### config.mk
export PLATFORM = sky130hd
export DESIGN_NAME = rf_wb_arbiter
export DESIGN_NICKNAME = d
export VERILOG_FILES = /design/src/rtl/rf_wb_arbiter.sv
export SDC_FILE = /design/constraint.sdc
export NUM_CORES = 1
export LEC_CHECK = 0
export ABC_AREA = 1
export ABC_CLOCK_PERIOD_IN_PS = 3700
export BUFFER_PORTS_ARGS = -buffer_cell sky130_fd_sc_hd__buf_2
export CORE_MARGIN = 2
export CORE_UTILIZATION = 30
export CTS_BUF_LIST = sky130_fd_sc_hd__clkbuf_2
export CTS_CLUSTER_DIAMETER = 40
export DETAILED_ROUTE_END_ITERATION = 8
export PLACE_DENSITY = 0.61
export SETUP_SLACK_MARGIN = 0.3
export SKIP_CTS_REPAIR_TIMING = 1
export SLEW_MARGIN = 25
export SYNTH_ARGS = -nofsm -noshare
export SYNTH_HDL_FRONTEND = slang
export SYNTH_SLANG_ARGS = --single-unit
export TNS_END_PERCENT = 100
### constraint.sdc
create_clock -name clk -period 3.7 [get_ports clk]
set_input_delay 0.37 -clock clk [delete_from_list [all_inputs] [get_ports clk]]
set_output_delay 0.37 -clock clk [all_outputs]
set_load 0.005 [all_outputs]
### src/rtl/rf_wb_arbiter.sv
// Write-back arbiter and pending-write scoreboard for the 16x16 register file.
// Shares the single register-file write port between the ALU result path and
// the memory load path, and tracks which registers still await a write.
//
// Ports:
//   clk, rst               clock, synchronous active-high reset
//   alu_valid/rd/data      ALU write-back request
//   alu_ready              ALU request accepted this cycle (combinational)
//   mem_valid/rd/data      load write-back request
//   mem_ready              load request accepted this cycle (combinational)
//   issue_valid/issue_rd   decode issued an instruction writing issue_rd
//   Rd, R_Write, Gwe       registered register-file write port
//   busy_mask              bit i set while register i has a pending write
//   last_src               source of the most recent grant (0 = ALU, 1 = MEM)
//   wb_count               completed writes, wrapping
module rf_wb_arbiter #(
  parameter int unsigned PRIO_MODE = 0,
  parameter int unsigned CNT_W     = 16
) (
  input  logic             clk,
  input  logic             rst,
  input  logic             alu_valid,
  input  logic [3:0]       alu_rd,
  input  logic [15:0]      alu_data,
  output logic             alu_ready,
  input  logic             mem_valid,
  input  logic [3:0]       mem_rd,
  input  logic [15:0]      mem_data,
  output logic             mem_ready,
  input  logic             issue_valid,
  input  logic [3:0]       issue_rd,
  output logic [3:0]       Rd,
  output logic [15:0]      R_Write,
  output logic             Gwe,
  output logic [15:0]      busy_mask,
  output logic             last_src,
  output logic [CNT_W-1:0] wb_count
);

  localparam int unsigned ADDR_W = 4;
  localparam int unsigned DATA_W = 16;
  localparam int unsigned NREG   = 16;

  logic              grant;
  logic              grant_mem;
  logic [ADDR_W-1:0] grant_rd;
  logic [DATA_W-1:0] grant_data;
  logic [NREG-1:0]   busy_next;

  // MEM wins when alone, or on a tie when fixed priority or ALU went last.
  always_comb begin
    grant_mem  = 1'b0;
    alu_ready  = 1'b0;
    mem_ready  = 1'b0;
    grant      = alu_valid | mem_valid;
    if (mem_valid) begin
      if (!alu_valid || (PRIO_MODE == 1) || !last_src) begin
        grant_mem = 1'b1;
      end
    end
    mem_ready  = grant_mem;
    alu_ready  = alu_valid & ~grant_mem;
    grant_rd   = grant_mem ? mem_rd : alu_rd;
    grant_data = grant_mem ? mem_data : alu_data;
  end

  // Clear applied before set so a same-cycle re-issue keeps the bit pending.
  always_comb begin
    busy_next = busy_mask;
    if (grant) begin
      busy_next[grant_rd] = 1'b0;
    end
    if (issue_valid) begin
      busy_next[issue_rd] = 1'b1;
    end
  end

  // Output stage, arbitration history, scoreboard and event counter.
  always_ff @(posedge clk) begin
    if (rst) begin
      Rd        <= '0;
      R_Write   <= '0;
      Gwe       <= 1'b0;
      busy_mask <= '0;
      last_src  <= 1'b1;
      wb_count  <= '0;
    end else begin
      Gwe       <= grant;
      busy_mask <= busy_next;
      if (grant) begin
        Rd       <= grant_rd;
        R_Write  <= grant_data;
        last_src <= grant_mem;
        wb_count <= wb_count + CNT_W'(1);
      end
    end
  end

endmodule

==> results of run 1 <==
## layout by cell type (no fill, tap or decap)
master    count
inv_2         1
nand3_1      39
buf_2       104
inv_1        28
nor3_1        3
nor2_2        6
o211ai_1      2
inv_4         1
nor2_1       41
clkbuf_2      5
ha_1          1
nand3_2       4
nand2_2       1
o21ai_0      37
a211oi_1      1
o21ai_1       3
nand2_1      78
nand3b_1      3
clkinv_4      2
and2_1        1
nand2_4       5
o21a_1        1
a21oi_1      22
dfxtp_1      54
nor2_4        4
clkinv_1      1
a21oi_2       5
## cell type report
| type | count | area share |
|---|---|---|
| multi-input cells | 257 | 0.4009 |
| flip-flops and latches | 54 | 0.3419 |
| well taps | 105 | 0.04155 |
| repair buffers | 104 | 0.1646 |
| clock inverters | 3 | 0.006727 |
| clock buffers | 5 | 0.007915 |
| inverters | 30 | 0.03641 |
## power groups by stage
stage               Combinational, mW  Clock, mW  Sequential [mW]
finish                          0.204      0.244            0.648
global route                    0.230      0.287            0.655
global placement                0.202          0            0.658
floorplan                       0.116          0            0.659
CTS                             0.207      0.260            0.649
detailed placement              0.206          0            0.659
## per-layer routing
metal / wire length [um] / up-vias / track usage
li1: - / 1346 / -
met1: 3011 / 1190 / 0.1705
met2: 3290 / 81 / 0.2703
met3: 645 / 5 / 0.05090
met4: 49 / 0 / 0.03810
met5: 0 / - / 0
## state kept, by name, summed over array words and instances (netlist names)
register and flops:
Rd 4, Gwe 1, busy_mask 16, last_src 1, R_Write 16, wb_count 16
## cells by family after synthesis
group	count (synthesis)
compound gates	71
fa+ha+maj	1
buf+inv	44
flops	54
simple gates	185
## synth_stat cells, drive strengths merged
library cell and count:
nor3 3, ha 1, inv 30, nand3b 3, o211ai 2, a211oi 1
o21a 1, and2 1, o21ai 40, clkbuf 4, a21oi 27, nand3 43
nor2 51, dfxtp 54, nand2 84, buf 10
## worst paths after layout
check / from / end / slack [ns]
setup / recovery: last_src / alu_ready / 1.49
hold / removal: mem_data[2] / R_Write[2] / 0.16
setup reg to reg: last_src / busy_mask[0] / 2.11
hold reg to reg: busy_mask[14] / busy_mask[14] / 0.48
## worst register-to-register path, cell delays in order, from the launching register on
cell,delay (ns)
dfxtp_1,0.41
nand2_4,0.12
nand2_4,0.20
nand2_1,0.14
nand3_2,0.10
nor2_1,0.30
nand2_1,0.10
nand2_1,0.07
a21oi_1,0.05
## through the flow
stage,hold slack (ns),instances
final,0.1588,558
after global routing,0.08853,558
after CTS,0.1245,558
after detailed placement,0.4539,550
after global placement,0.4449,550
after floorplan,0.4555,355
==> metrics, run 1 <==
run status finished, final reports clean; Seq/Total Area, Yosys 0.4235; Crit path depth 5; drt first pass iters 4; yosys warns 0; dpl ws between 1.5 and 2 ns; clk root buf clkbuf_2; clock network power share 0.222; Total Power 1.097 mW; CORE AREA 8217 um^2; Gate power share 0.186; Layout fillers 894; syn nets 405; setup TNS 0 ns; r2r worst-path depth 8; main combinational cell family by area after synthesis simple AND/OR/NAND/NOR gates; Slew HR 0.5621; CP Cell Sequence nand2_4 -> nand2_4 -> inv_1 -> nor2_1 -> buf_2; clk buf depth 2; Final WS setup 1.492 ns; initial core utilization 0.3106; final global-route overflow total 0; ANT cells 0; post-route ant nets 0; Initial DRC Count between 70 and 80; maxcap violations 0; DR vias 2622; CTS Buf Count 5; P_leak 1.497 nW; biggest area consumer among synthesized cells dfxtp_1; port bufs about 100; DR vias/cell roughly 4.7; top cell type's share of synthesized area 0.4235; Clk pin slew, worst setup/hold paths 0.29 ns; complex-gate fraction of the synthesized area 0.1505; Tmin final 2.208 ns; wire length per cell 12.54 um; crit path max-delay cell type dfxtp_1; switching share of power 0.3152; Tightest Pin Transition 0.6553 ns; Crit path top cell by count nand2_4; die height about 96 um; Pwr Density between 300 and 400 nW/um^2; CP Data Arrival Time about 1.8 ns; Worst Hold Class in2reg; layout cell share with drive strength beyond 1 0.3046; final core occ 0.3848; TritonCTS clock tree done; startpoint class of the critical path flop; Max Clock Freq 453.0 MHz; net load switching power 0.3457 mW; Syn Area/Cell 7.190 um^2; post-synthesis mux area share 0; XOR/XNOR Fraction of Synth Area 0; H-Tree Depth 2; clk_skew 0.02385 ns; register area 1081 um^2; HPWL Detailed 5.226 mm; row count 33; Die ar. between 9000 and 10000 um^2; CP top delay family simple AND/OR/NAND/NOR gates; worst-case vdd ir drop 0.1498 mV; final instance area between 3000 and 4000 um^2; final wirelength about 7.0 mm; Reg power frac 0.591; vias in the first global route 2508; crit-path max FO 26; Placer Congestion 0.8321; Mapped Cells about 360; final hold vios 0; CP Buf/Inv Count 2; Yosys reg bits 54; clk_lat worst skew 0.45 ns; WHS Path Cells 3; final setup fails 0; initial antenna violation count 0; max incr delay on CP 0.46 ns; Top Ports 105; largest cells by area after synthesis dfxtp_1 42%, nand2_1 11%, nand3_1 7.6%; final period utilization 0.5966; Worst Setup Path Type reg2out; synth unique cells 27; pins over their slew limit 0; Worst Path Required ~3.3 ns; Layout Nets ~500; post-synthesis adder-cell area fraction 0.004902; clock sink count 54; synthesis-to-finish area growth 23.87%; area taken by multi-input logic gates 1267 um^2; Pint 0.7510 mW; All-Layer GR Usage 0.1508; RSZ-0062 raised after global routing no; global-route wire length before repair around 11 mm; Die Wd 96.24 um; Crit. End Element primary output; Cell Area, Synth between 2000 and 3000 um^2; Synth Area in Simple Gates 0.3402; largest net degree at the start of global routing 35; Cell Area, Placed a little over 3000 um^2; # DRC 0
Power figures use the tool's default switching activity.
==> run 2, diff against run 1 <==
--- a/config.mk
+++ b/config.mk
@@ -6,7 +6,7 @@
 export NUM_CORES = 1
 export LEC_CHECK = 0
 export ABC_AREA = 1
-export ABC_CLOCK_PERIOD_IN_PS = 3700
+export ABC_CLOCK_PERIOD_IN_PS = 2200
 export BUFFER_PORTS_ARGS = -buffer_cell sky130_fd_sc_hd__buf_2
 export CORE_MARGIN = 2
 export CORE_UTILIZATION = 30
==> constraint.sdc (replaced) <==
create_clock -name clk -period 2.2 [get_ports clk]
set_input_delay 0.22 -clock clk [delete_from_list [all_inputs] [get_ports clk]]
set_output_delay 0.22 -clock clk [all_outputs]
set_load 0.005 [all_outputs]
==> metrics, run 2 (same netlist as run 1, synthesis figures left out) <==
wire length per cell around 13 um; met2 Use GR 0.2541; Worst Path Required 1.98 ns; ANT cells 0; vias in the first global route 2450; worst-case vdd ir drop 0.2485 mV; Worst Hold Class in2reg; commonest non-fill, non-tap cell in the layout buf_2; H-Tree Depth 2; Gate power share 0.191; HPWL Detailed about 5.3 mm; Top Registers R_Write x16, busy_mask x16, wb_count x16; pins over their slew limit 0; RSZ-0062 raised after global routing no; final period utilization 0.8157; Max Clock Freq roughly 560 MHz; Placer Congestion 0.8142; DR vias between 2k and 3k; final core occ 0.4063; most frequent cells in the layout 104 x buf_2, 78 x nand2_1, 53 x dfxtp_1, 41 x nor2_1, 39 x nand3_1; row count 33; final setup fails 0; port bufs 104; Pint 1.403 mW; register area 1082 um^2; clk_skew approximately 0.026 ns; die height 96.24 um; Die ar. 9262 um^2; crit path max-delay cell type dfxtp_2; run status finished, final reports clean; CTS Buf Count 5; initial core utilization 0.3106; WHS Path Cells 3; startpoint class of the critical path flop; CORE AREA 8217 um^2; Top Ports 105; CP top delay family flip-flops; clock sink count 54; final hold vios 0; Initial DRC Count roughly 100; layout cell share with drive strength beyond 1 0.3255; final wirelength 7.244 mm; setup TNS 0 ns; crit-path max FO 15; Tightest Pin Transition 0.6519 ns; CP Data Arrival Time 1.57 ns; r2r worst-path depth 9; final global-route overflow total 0; drt first pass iters 4; clk_lat worst skew ~0.45 ns; area taken by multi-input logic gates 1287 um^2; synthesis-to-finish area growth 30.78%; Die Wd 96.24 um; # DRC 0; Crit path depth 6; Layout fillers 880; final instance area 3338 um^2; Layout Nets 519; largest net degree at the start of global routing 35; clk root buf clkbuf_2; post-route ant nets 0; CP Buf/Inv Count 3; clock network power share 0.261; TritonCTS clock tree done; global-route wire length before repair 10.92 mm; Pwr Density 596.0 nW/um^2; All-Layer GR Usage 0.1505; Clk pin slew, worst setup/hold paths 0.27 ns; P_leak roughly 1.6 nW; Reg power frac 0.548; M1 GR Usage 0.1800; max incr delay on CP around 0.41 ns; net load switching power 0.5870 mW; Crit. End Element primary output; clk buf depth 2; met3 usage 0.04855; Worst Setup Path Type reg2out; CP Cell Sequence nand2_4 -> nand2_8 -> clkinvlp_4 -> buf_4 -> nor2_1 -> buf_2; initial antenna violation count 0; DR vias/cell roughly 4.7; GR peak layer met2; maxcap violations 0; Slew HR 0.5649; Tmin final 1.795 ns; Cell Area, Placed 3128 um^2; switching share of power 0.2950
## run 2: path summary, 6_finish.rpt
kind                start           end  slack (ns)
min          mem_data[14]   R_Write[14]        0.03
max              last_src     alu_ready        0.41
max reg2reg      last_src  busy_mask[2]        0.67
min reg2reg  busy_mask[0]  busy_mask[0]        0.48
## run 2: power groups by stage
stage / registers [mW] / logic (mW) / clock network, mW
finish: 1.09 / 0.380 / 0.519
global route: 1.10 / 0.426 / 0.578
CTS: 1.09 / 0.349 / 0.532
detailed placement: 1.11 / 0.348 / 0
global placement: 1.11 / 0.344 / 0
floorplan: 1.11 / 0.195 / 0
## run 2: area by class of cell
cell class	count	share of cell area
sequential	54	0.3242
inverter	30	0.03561
multi-input combinational	258	0.3857
clock buffer	6	0.008996
timing repair buffer	120	0.1949
clock inverter	2	0.01124
tap	105	0.03936
## run 2: metrics by stage
| step | worst slack [ns] | cells | hold slack, ns | total power, mW |
|---|---|---|---|---|
| after floorplan | 0.8980 | 355 | 0.3812 | 1.303 |
| after global placement | 0.3709 | 552 | 0.4546 | 1.451 |
| after detailed placement | 0.3162 | 552 | 0.4547 | 1.455 |
| after CTS | 0.07407 | 560 | -0.007999 | 1.972 |
| after global routing | 0.3233 | 575 | 0.0003524 | 2.103 |
| final | 0.4054 | 575 | 0.02573 | 1.990 |
## run 2: worst register-to-register path, cell delays in order, from the launching register on
cell and delay (ns):
dfxtp_2 0.40, nand2_4 0.15, nand2_8 0.10, buf_4 0.16, nand2_1 0.05, nand2_1 0.06
nor2_1 0.30, nand2_1 0.10, nand2_1 0.08, a21oi_2 0.05
## run 2: per-layer routing
layer / part of all wire / vias to the layer above
met5: 0 / -
met4: 0.014 / 0
met3: 0.087 / 9
met2: 0.47 / 88
met1: 0.43 / 1204
li1: - / 1384
==> run 3, diff against run 2 <==
--- a/config.mk
+++ b/config.mk
@@ -6,7 +6,7 @@
 export NUM_CORES = 1
 export LEC_CHECK = 0
 export ABC_AREA = 1
-export ABC_CLOCK_PERIOD_IN_PS = 2200
+export ABC_CLOCK_PERIOD_IN_PS = 1800
 export BUFFER_PORTS_ARGS = -buffer_cell sky130_fd_sc_hd__buf_2
 export CORE_MARGIN = 2
 export CORE_UTILIZATION = 30
==> constraint.sdc (replaced) <==
create_clock -name clk -period 1.8 [get_ports clk]
set_input_delay 0.18 -clock clk [delete_from_list [all_inputs] [get_ports clk]]
set_output_delay 0.18 -clock clk [all_outputs]
set_load 0.005 [all_outputs]
==> metrics, run 3 (same netlist as run 1, synthesis figures left out) <==
port bufs 104; RSZ-0062 raised after global routing yes; worst-case vdd ir drop 0.2367 mV; CP Buf/Inv Count 2; # DRC 0; final global-route overflow total 0; largest net degree at the start of global routing 33; CP top delay family flip-flops; CORE AREA approximately 8000 um^2; final instance area 3672 um^2; dpl cells roughly 560; clk buf depth 2; final setup fails 0; layout cell share with drive strength beyond 1 0.3501; Die Wd 96.24 um; CP Cell Sequence nand2_8 -> nand2_8 -> clkinvlp_4 -> nor2_2 -> buf_2; maxcap violations 0; initial antenna violation count 0; vias in the first global route 2367; global-route wire length before repair 11.01 mm; Worst Hold Class in2reg; pins over their slew limit 0; Tightest Pin Transition 0.7994 ns; TritonCTS clock tree done; Cell Area, Placed roughly 3200 um^2; Hold Startpoint mem_data[9]; endpoint of the worst register-to-register path R_Write[8]; Tmin final 1.584 ns; Crit. End Element primary output; startpoint class of the critical path flop; final hold vios 0; Pwr Density approximately 640 nW/um^2; CTS Buf Count 5; DR vias 2774; Die ar. 9262 um^2; most frequent cells in the layout 103 x buf_2, 73 x nand2_1, 51 x dfxtp_1, 37 x nand3_1, 35 x nor2_1; CP Data Arrival Time ~1.4 ns; Placer Congestion 0.8105; max incr delay on CP 0.44 ns; R2R setup slack about 0.33 ns; post-route insts no fill 602; post-route ant nets 0; final wirelength between 7 and 8 mm; final period utilization 0.8799; DR vias/cell 4.608; Worst Setup Path Type reg2out; wire length per cell about 13 um; synthesis-to-finish area growth 43.87%; Clk pin slew, worst setup/hold paths around 0.26 ns; clk root buf clkbuf_2; crit-path max FO 6; r2r worst-path depth 8; P_leak 1.695 nW; HPWL Detailed 5.239 mm; Top Registers R_Write x16, busy_mask x16, wb_count x16; Slew HR 0.4665; crit path max-delay cell type dfxtp_4; commonest non-fill, non-tap cell in the layout buf_2; initial core utilization 0.3106; ANT cells 0; clock sink count 54; drt first pass iters 4; Crit path depth 5; Top Ports 105; Max Clock Freq 631.4 MHz; All-Layer GR Usage 0.1511; clk_skew 0.01395 ns; Worst Path Required between 1.5 and 2 ns; Layout Nets 546; Crit path top cell by count nand2_8; Setup crit start last_src; clk_lat worst skew 0.43 ns; run status finished, final reports clean; die height 96.24 um; Initial DRC Count 97; Hold Path Sink R_Write[9]; H-Tree Depth 2; Reg-to-Reg Start last_src; WHS Path Cells 3; row count 33
-- run 3: changes by cell type in the layout (fill, tap and decap cells not counted), moves of 3 or more --
| cell | change |
|---|---|
| o21ai_1 | +7 |
| clkinv_1 | +3 |
| buf_6 | +3 |
| nor2_4 | +7 |
| o21ai_0 | -10 |
| nand2_1 | -5 |
| buf_4 | +5 |
| nand2_2 | +5 |
| nor2_1 | -6 |
| dlygate4sd3_1 | +21 |
| o21ai_2 | +3 |
-- run 3: worst reg2reg max path, cell delays in order, from the launching register on --
cell	delay, ns
dfxtp_4	0.44
nand2_8	0.07
nand2_8	0.09
clkinvlp_4	0.15
buf_4	0.17
buf_4	0.13
buf_6	0.14
o21ai_0	0.13
o21ai_0	0.08
-- run 3: worst max-delay path by stage --
| stage | end | slack [ns] |
|---|---|---|
| final | alu_ready | 0.22 |
| after global routing | alu_ready | 0.11 |
| after CTS | alu_ready | -0.23 |
| after detailed placement | R_Write[7] | 0.09 |
| after global placement | R_Write[13] | 0.15 |
| after floorplan | wb_count[14] | 0.50 |
-- run 3: layer usage --
metal | track usage | part of all wire
met5 | 0 | 0
met4 | 0.04048 | 0.017
met3 | 0.05090 | 0.091
met2 | 0.2581 | 0.47
met1 | 0.1806 | 0.42
-- run 3: area by class of cell --
class / instances / area, um^2
Sequential cell: 54 / 1090
Clock buffer: 5 / 25.02
Inverter: 30 / 118.9
Fill cell: 865 / 4544
Clock inverter: 3 / 11.26
Multi-Input combinational cell: 257 / 1369
Timing Repair Buffer: 148 / 927.1
Tap cell: 105 / 131.4
-- run 3: report_power, final --
part / internal [mW] / switching (mW)
combinational: 0.260 / 0.297
clock: 0.0832 / 0.372
sequential: 1.28 / 0.0559
-- run 3: metrics by stage --
| step | hold slack (ns) | setup TNS, ns | util | total power [mW] | setup slack, ns |
|---|---|---|---|---|---|
| after floorplan | 0.3412 | 0 | - | 1.592 | 0.4980 |
| after global placement | 0.4342 | 0 | 0.3843 | 1.782 | 0.1540 |
| after detailed placement | 0.4408 | 0 | 0.3843 | 1.788 | 0.09348 |
| after CTS | -0.04637 | -0.4097 | 0.3888 | 2.254 | -0.2331 |
| after global routing | 0.01082 | 0 | 0.4469 | 2.500 | 0.1092 |
| final | 0.01088 | 0 | 0.4469 | 2.352 | 0.2161 |
